[src/rtl/opm_pkg.sv]
// Shared types and default timing for the OPM bus master: FSM states, write command
// layout and strobe timing defaults.
package opm_pkg;

  typedef enum logic [3:0] {
    StIdle,
    StSetupA,
    StWrA,
    StGap,
    StSetupD,
    StWrD,
    StBusy,
    StRd,
    StRdDone
  } opm_state_e;

  typedef struct packed {
    logic [7:0] addr;
    logic [7:0] data;
  } opm_cmd_t;

  localparam int unsigned DefFifoDepth  = 4;
  localparam int unsigned DefWrPulse    = 2;
  localparam int unsigned DefAddrGap    = 4;
  localparam int unsigned DefBusyCycles = 64;
  localparam int unsigned DefRdPulse    = 2;

endpackage

[src/rtl/opm_cmd_fifo.sv]
// Synchronous FIFO for {addr, data} write commands.
// A push into a full FIFO is allowed when a pop happens in the same cycle.
module opm_cmd_fifo
  import opm_pkg::*;
#(
  parameter int unsigned Depth = DefFifoDepth
) (
  input  logic        clk,
  input  logic        rst,
  input  logic        push,
  input  logic [15:0] push_data,
  input  logic        pop,
  output logic [15:0] pop_data,
  output logic        full,
  output logic        empty
);

  localparam int unsigned AW = $clog2(Depth);

  logic [AW:0]   wr_ptr_q, rd_ptr_q;
  logic [15:0]   mem_q [Depth];
  logic          push_en, pop_en;

  assign empty    = (wr_ptr_q == rd_ptr_q);
  assign full     = (wr_ptr_q[AW] != rd_ptr_q[AW]) &&
                    (wr_ptr_q[AW-1:0] == rd_ptr_q[AW-1:0]);
  assign pop_en   = pop && !empty;
  assign push_en  = push && (!full || pop_en);
  assign pop_data = mem_q[rd_ptr_q[AW-1:0]];

  always_ff @(posedge clk) begin
    if (rst) begin
      wr_ptr_q <= '0;
      rd_ptr_q <= '0;
    end else begin
      if (push_en) wr_ptr_q <= wr_ptr_q + (AW+1)'(1);
      if (pop_en)  rd_ptr_q <= rd_ptr_q + (AW+1)'(1);
    end
  end

  always_ff @(posedge clk) begin
    if (push_en) mem_q[wr_ptr_q[AW-1:0]] <= push_data;
  end

endmodule

[src/rtl/opm_bus_master.sv]
// Bus master for an OPM sound chip: queues register writes and performs single reads,
// sequencing CS_b/A0/WR_b/RD_b with the chip's address-gap and busy timing.
module opm_bus_master
  import opm_pkg::*;
#(
  parameter int unsigned FIFO_DEPTH  = DefFifoDepth,
  parameter int unsigned WR_PULSE    = DefWrPulse,
  parameter int unsigned ADDR_GAP    = DefAddrGap,
  parameter int unsigned BUSY_CYCLES = DefBusyCycles,
  parameter int unsigned RD_PULSE    = DefRdPulse
) (
  input  logic       phiM,
  input  logic       rst,
  input  logic       cmd_valid,
  input  logic [7:0] cmd_addr,
  input  logic [7:0] cmd_data,
  output logic       cmd_ready,
  input  logic       rd_req,
  input  logic [7:0] rd_addr,
  output logic       rd_ready,
  output logic       rd_valid,
  output logic [7:0] rd_data,
  output logic       busy,
  output logic [7:0] bus_din,
  input  logic [7:0] bus_dout,
  output logic       bus_a0,
  output logic       bus_cs_b,
  output logic       bus_wr_b,
  output logic       bus_rd_b
);

  opm_state_e  state_q, state_d;
  logic [7:0]  cnt_q, cnt_d;
  opm_cmd_t    hold_q, hold_d;
  logic        rd_flag_q, rd_flag_d;
  logic [7:0]  din_q, din_d;
  logic [7:0]  rd_data_q;
  logic        fifo_push, fifo_pop, fifo_full, fifo_empty;
  logic [15:0] fifo_rdata;
  opm_cmd_t    fifo_cmd;

  assign fifo_cmd  = opm_cmd_t'(fifo_rdata);
  assign cmd_ready = !fifo_full || fifo_pop;
  assign fifo_push = cmd_valid && cmd_ready;
  assign rd_ready  = (state_q == StIdle) && fifo_empty;
  assign rd_valid  = (state_q == StRdDone);
  assign busy      = (state_q != StIdle) || !fifo_empty;
  assign rd_data   = rd_data_q;
  assign bus_din   = din_q;

  opm_cmd_fifo #(
    .Depth(FIFO_DEPTH)
  ) u_cmd_fifo (
    .clk      (phiM),
    .rst      (rst),
    .push     (fifo_push),
    .push_data({cmd_addr, cmd_data}),
    .pop      (fifo_pop),
    .pop_data (fifo_rdata),
    .full     (fifo_full),
    .empty    (fifo_empty)
  );

  // Counter value loaded on entry: state lasts (value + 1) cycles.
  function automatic logic [7:0] state_len(opm_state_e s);
    logic [7:0] len;
    case (s)
      StWrA, StWrD: len = 8'(WR_PULSE - 1);
      StGap:        len = 8'(ADDR_GAP - 1);
      StBusy:       len = 8'(BUSY_CYCLES - 1);
      StRd:         len = 8'(RD_PULSE - 1);
      default:      len = 8'd0;
    endcase
    return len;
  endfunction

  always_comb begin
    state_d   = state_q;
    hold_d    = hold_q;
    rd_flag_d = rd_flag_q;
    fifo_pop  = 1'b0;
    case (state_q)
      StIdle: begin
        if (!fifo_empty) begin
          fifo_pop  = 1'b1;
          hold_d    = fifo_cmd;
          rd_flag_d = 1'b0;
          state_d   = StSetupA;
        end else if (rd_req) begin
          hold_d.addr = rd_addr;
          rd_flag_d   = 1'b1;
          state_d     = StSetupA;
        end
      end
      StSetupA: state_d = StWrA;
      StWrA:    if (cnt_q == 8'd0) state_d = StGap;
      StGap:    if (cnt_q == 8'd0) state_d = rd_flag_q ? StRd : StSetupD;
      StSetupD: state_d = StWrD;
      StWrD:    if (cnt_q == 8'd0) state_d = StBusy;
      StBusy:   if (cnt_q == 8'd0) state_d = StIdle;
      StRd:     if (cnt_q == 8'd0) state_d = StRdDone;
      StRdDone: state_d = StIdle;
      default:  state_d = StIdle;
    endcase

    if (state_d != state_q) cnt_d = state_len(state_d);
    else if (cnt_q != 8'd0) cnt_d = cnt_q - 8'd1;
    else                    cnt_d = cnt_q;

    // Din is loaded on entry to each setup phase and otherwise held.
    case (state_d)
      StSetupA: din_d = hold_d.addr;
      StSetupD: din_d = hold_d.data;
      default:  din_d = din_q;
    endcase
  end

  always_comb begin
    bus_cs_b = 1'b1;
    bus_wr_b = 1'b1;
    bus_rd_b = 1'b1;
    bus_a0   = 1'b0;
    case (state_q)
      StSetupA: bus_cs_b = 1'b0;
      StWrA: begin
        bus_cs_b = 1'b0;
        bus_wr_b = 1'b0;
      end
      StSetupD: begin
        bus_cs_b = 1'b0;
        bus_a0   = 1'b1;
      end
      StWrD: begin
        bus_cs_b = 1'b0;
        bus_a0   = 1'b1;
        bus_wr_b = 1'b0;
      end
      StRd: begin
        bus_cs_b = 1'b0;
        bus_a0   = 1'b1;
        bus_rd_b = 1'b0;
      end
      default: ;
    endcase
  end

  always_ff @(posedge phiM) begin
    if (rst) begin
      state_q   <= StIdle;
      cnt_q     <= 8'd0;
      hold_q    <= '0;
      rd_flag_q <= 1'b0;
      din_q     <= 8'd0;
      rd_data_q <= 8'd0;
    end else begin
      state_q   <= state_d;
      cnt_q     <= cnt_d;
      hold_q    <= hold_d;
      rd_flag_q <= rd_flag_d;
      din_q     <= din_d;
      if (state_q == StRd && cnt_q == 8'd0) rd_data_q <= bus_dout;
    end
  end

endmodule

[config.mk]
export PLATFORM = sky130hd
export DESIGN_NAME = opm_bus_master
export DESIGN_NICKNAME = d
export VERILOG_FILES = /design/src/rtl/opm_pkg.sv /design/src/rtl/opm_cmd_fifo.sv /design/src/rtl/opm_bus_master.sv
export SDC_FILE = /design/constraint.sdc
export NUM_CORES = 1
export LEC_CHECK = 0
export CORE_MARGIN = 4
export CORE_UTILIZATION = 55
export DETAILED_ROUTE_END_ITERATION = 7
export PLACE_DENSITY = 0.76
export SKIP_LAST_GASP = 1
export SYNTH_ARGS = -nofsm -noshare
export SYNTH_HDL_FRONTEND = slang
export SYNTH_HIERARCHICAL = 1
export SYNTH_SLANG_ARGS = --single-unit
[constraint.sdc]
create_clock -name phiM -period 3.6 [get_ports phiM]
set_clock_uncertainty 0.15 [all_clocks]
set_input_delay 0.54 -clock phiM [delete_from_list [all_inputs] [get_ports phiM]]
set_output_delay 0.54 -clock phiM [all_outputs]
set_load 0.05 [all_outputs]
==> results of run 1 <==
-- per-stage QoR --
stage	power (mW)	instance area (um2)	utilization	hold WS, ns	instances
final	5.70	6400	0.720	0.347	594
after floorplan	3.46	5130	-	0.301	412
after global placement	4.04	5830	0.656	0.325	562
after detailed placement	4.09	5830	0.656	0.340	562
after global routing	6.02	6400	0.720	0.396	594
after CTS	5.72	6400	0.720	0.357	594
-- logic make-up after synthesis --
family | count (synthesis) | share of synthesized area
AOI/OAI and AO/OA | 65 | 0.0983
xor gates and xnor gates | 9 | 0.0198
adders and majority gates | 6 | 0.0146
buffers and inverters | 47 | 0.0361
DFF | 115 | 0.574
muxes | 41 | 0.121
and+or+nand+nor | 129 | 0.136
-- cell type report --
cell class / count / area [um2] / share of cell area
clock buffers: 17 / 414 / 0.0647
clock inverters: 15 / 161 / 0.0252
inverters: 18 / 67.6 / 0.0105
multi-input cells: 250 / 2000 / 0.312
flip-flops and latches: 115 / 2940 / 0.459
well taps: 108 / 135 / 0.0211
repair buffers: 71 / 683 / 0.107
-- worst min-delay path: stages (launching register included) --
cell and delay [ns]:
dfxtp_1 0.33, mux2i_1 0.07, nor2_1 0.07
-- placed cells by master, fill, tap and decap left out, drive strengths merged, types with 7 or more instances in the layout --
| cell type | count |
|---|---|
| edfxtp | 64 |
| clkdlybuf4s50 | 56 |
| dfxtp | 51 |
| nor2 | 44 |
| inv | 28 |
| mux2i | 20 |
| a31oi | 17 |
| clkbuf | 17 |
| mux4 | 16 |
| nand2 | 15 |
| buf | 15 |
| or4 | 10 |
| nor2b | 8 |
| nand2b | 8 |
| nor3 | 8 |
| o311ai | 8 |
| xnor2 | 7 |
-- metal layers --
layer | vias up | share of wire | wire [um] | global-route usage
met1 | 1674 | 0.43 | 4490 | 0.268
li1 | 1698 | - | - | -
met3 | 15 | 0.051 | 535 | 0.0549
met4 | 0 | 0.018 | 190 | 0.0674
met5 | - | 0 | 0 | 0
met2 | 110 | 0.51 | 5340 | 0.332
-- path summary, 6_finish.rpt --
kind	depth (start not counted)	start	slack [ns]	to
max	4	state_q[1]$_SDFF_PP0_	0.39	busy
min	2	rd_data[7]$_SDFFE_PP0P_	0.35	rd_data[7]$_SDFFE_PP0P_
max reg2reg	10	u_cmd_fifo/wr_ptr_q[1]$_SDFFE_PP0P_	0.51	u_cmd_fifo/mem_q[2][15]$_DFFE_PP_
min reg2reg	2	rd_data[7]$_SDFFE_PP0P_	0.35	rd_data[7]$_SDFFE_PP0P_
-- flip-flops by register name, indices dropped and copies added, names as in the netlist, named ones only --
| register | count |
|---|---|
| bus_din | 8 |
| u_cmd_fifo/wr_ptr_q | 3 |
| state_q | 4 |
| u_cmd_fifo/rd_ptr_q | 3 |
| u_cmd_fifo/mem_q | 64 |
| rd_data | 8 |
| hold_q | 14 |
| cnt_q | 8 |
| rd_flag_q | 1 |
-- power by group through the flow --
stage / registers (mW) / clock network, mW / logic, mW
floorplan: 1.94 / 0 / 1.52
global placement: 1.87 / 0 / 2.17
detailed placement: 1.88 / 0 / 2.20
CTS: 1.86 / 1.63 / 2.23
global route: 1.90 / 1.70 / 2.42
finish: 1.86 / 1.61 / 2.23
==> qor.log, run 1 <==
qor: clock_network.clock_root_buffer clkbuf_8
qor: setup_path.type_of_destination_of_the_critical_path output pin
qor: timing.worst_slack 0.394 ns
qor: floorplan.core 0.00889 mm2
qor: global_routing.grt_first_pass_wirelength 17.7 mm
qor: status.outcome finished, final reports clean
qor: clock_network.post_cts.resized_instances 0
qor: place.placement.io_buffers 59
qor: worst_hold_path.hold_path_class flip-flop to flip-flop
qor: power_and_ir_drop.pwr_density_cell 890 mW/mm2
qor: global_routing.overflow_left_after_global_routing 0
qor: routing.via_total_after_detailed_routing 3,497
qor: yosys.asyncSetResetFlopFracSynth 0
qor: yosys.number_of_synthesized_flops_with_an_enable_pin 64
qor: yosys.syn_avg_cell_area 12.4 um2
qor: finish.nNetsFinal 515
qor: yosys.synth_top_flop_cell edfxtp_1
qor: yosys.ys_top_cells_by_count edfxtp_1, dfxtp_1, nor2_1
qor: power_and_ir_drop.intPower 3.48 mW
qor: power_and_ir_drop.clkPwrFrac 0.282
qor: routing.routed_via_density 5.89
qor: power_and_ir_drop.power_frac_comb 0.391
qor: setup_path.critical_path.cell_chain nor4_2 -> buf_4 -> nand2_1 -> clkdlybuf4s50_1
qor: routing.detail_route.drc_violations 0
qor: timing.setup_viol 0
qor: timing.max_clock_freq 0.312 GHz
qor: global_routing.largest_net_degree_at_the_start_of_global_routing 58
qor: finish.num_antenna_cells 0
qor: yosys.ys_seq_area_frac 0.574
qor: clock_network.cts_tree built
qor: yosys.postSynthCellCount 412
qor: global_routing.grt_pass1_vias 3,478
qor: timing.finalWorstPathRequiredPeriod 3.21 ns
qor: floorplan.num_rows 34
qor: job.maximum_capacitance_violations 0
qor: timing.report.final.slew_viol_count 0
qor: floorplan.die_area 0.0109 mm2
qor: power_and_ir_drop.total_leakage_power 2.34 nW
qor: place.place.gp.congestion 0.908
qor: timing.worst-slew-pin-transition 0.985 ns
qor: place.post-place-ws 0.498 ns
qor: yosys.synth_nets 454
qor: clock_network.clk_path_buf_depth 2
qor: finish.area.growth.synth_to_final 24.9%
qor: clock_network.cts.htree.levels 4
qor: power_and_ir_drop.max-vdd-ir-drop 416 uV
qor: yosys.yosys.cell_count.top_type edfxtp_1
qor: setup_path.worstPathBufferInverterCount 2
qor: routing.totalWireLength 10.6 mm
qor: setup_path.worst-endpoint-arrival 2.52 ns
qor: power_and_ir_drop.power.switching 2.22 mW
qor: floorplan.initial_utilization 0.577
qor: routing.detailedRoute.firstIterationViolations 164
qor: timing.slew_headroom 0.343
qor: global_routing.gr-usage-all-layers 0.204
qor: setup_path.critical_path.max_stage_delay 0.71 ns
qor: routing.postRouteAntennaNets 0
qor: clock_network.worst_skew_pair.late_latency 0.51 ns
qor: yosys.synth_largest_type_area_fraction 0.375
qor: timing.min_period_over_period 0.891
qor: floorplan.die_height 105 um
qor: yosys.yosys.cell_types.count 61
qor: clock_network.ctsHoldBuffers 0
qor: place.hpwl 7.00 mm
qor: yosys.synth_top_area_cell edfxtp_1
qor: yosys.synthTopCellsByArea edfxtp_1, dfxtp_1, mux4_2
qor: setup_path.critPathSlowestCell clkdlybuf4s50_1
qor: setup_path.startpoint_type flip-flop
qor: timing.totalNegativeSetupSlack 0 ns
qor: routing.first_pass_iters 4
qor: timing.rsz_0062_raised_after_global_routing false
qor: clock_network.numCtsBuffers 17
qor: finish.drive_above_1_share 0.169
qor: setup_path.crit_type flip-flop to output pin
qor: floorplan.num_io_pins 60
qor: routing.avgRoutedWirePerCell 17.8 um
qor: clock_network.clk_transition_reported_paths 0.06 ns
qor: floorplan.die-width 105 um
qor: finish.nFillCells 602
qor: yosys.post_synth_instance_area 0.00513 mm2
qor: setup_path.critPathRequiredTime 2.91 ns
qor: clock_network.post_cts_buffers 0
qor: yosys.ys.warnings.count 6
qor: global_routing.antenna_found_initial 0
qor: power_and_ir_drop.p_sw_frac 0.390
qor: timing.finalHoldViolCount 0
qor: power_and_ir_drop.seqPwrFrac 0.327
qor: setup_path.critical_path.max_fanout 19
qor: clock_network.cts_num_sinks 115
qor: yosys.ys_seq_elements 115
qor: setup_path.timing.critical_path.max_delay_family buffers and inverters
(Power assumes the default switching activity.)
==> run 2: changes to the inputs <==
--- a/config.mk
+++ b/config.mk
@@ -5,8 +5,10 @@
 export SDC_FILE = /design/constraint.sdc
 export NUM_CORES = 1
 export LEC_CHECK = 0
+export CAP_MARGIN = 20
 export CORE_MARGIN = 4
 export CORE_UTILIZATION = 55
+export CTS_CLUSTER_DIAMETER = 120
 export DETAILED_ROUTE_END_ITERATION = 7
 export PLACE_DENSITY = 0.76
 export SKIP_LAST_GASP = 1
==> results of run 2 <==
The final DEF is identical to that of run 1; final timing and power are the same.
==> run 3: changes to the inputs <==
--- a/config.mk
+++ b/config.mk
@@ -5,10 +5,12 @@
 export SDC_FILE = /design/constraint.sdc
 export NUM_CORES = 1
 export LEC_CHECK = 0
+export ABC_CLOCK_PERIOD_IN_PS = 3600
 export CAP_MARGIN = 20
 export CORE_MARGIN = 4
 export CORE_UTILIZATION = 55
 export CTS_CLUSTER_DIAMETER = 120
+export CTS_CLUSTER_SIZE = 25
 export DETAILED_ROUTE_END_ITERATION = 7
 export PLACE_DENSITY = 0.76
 export SKIP_LAST_GASP = 1
==> results of run 3 <==
The final DEF is identical to that of run 1; final timing and power are the same.
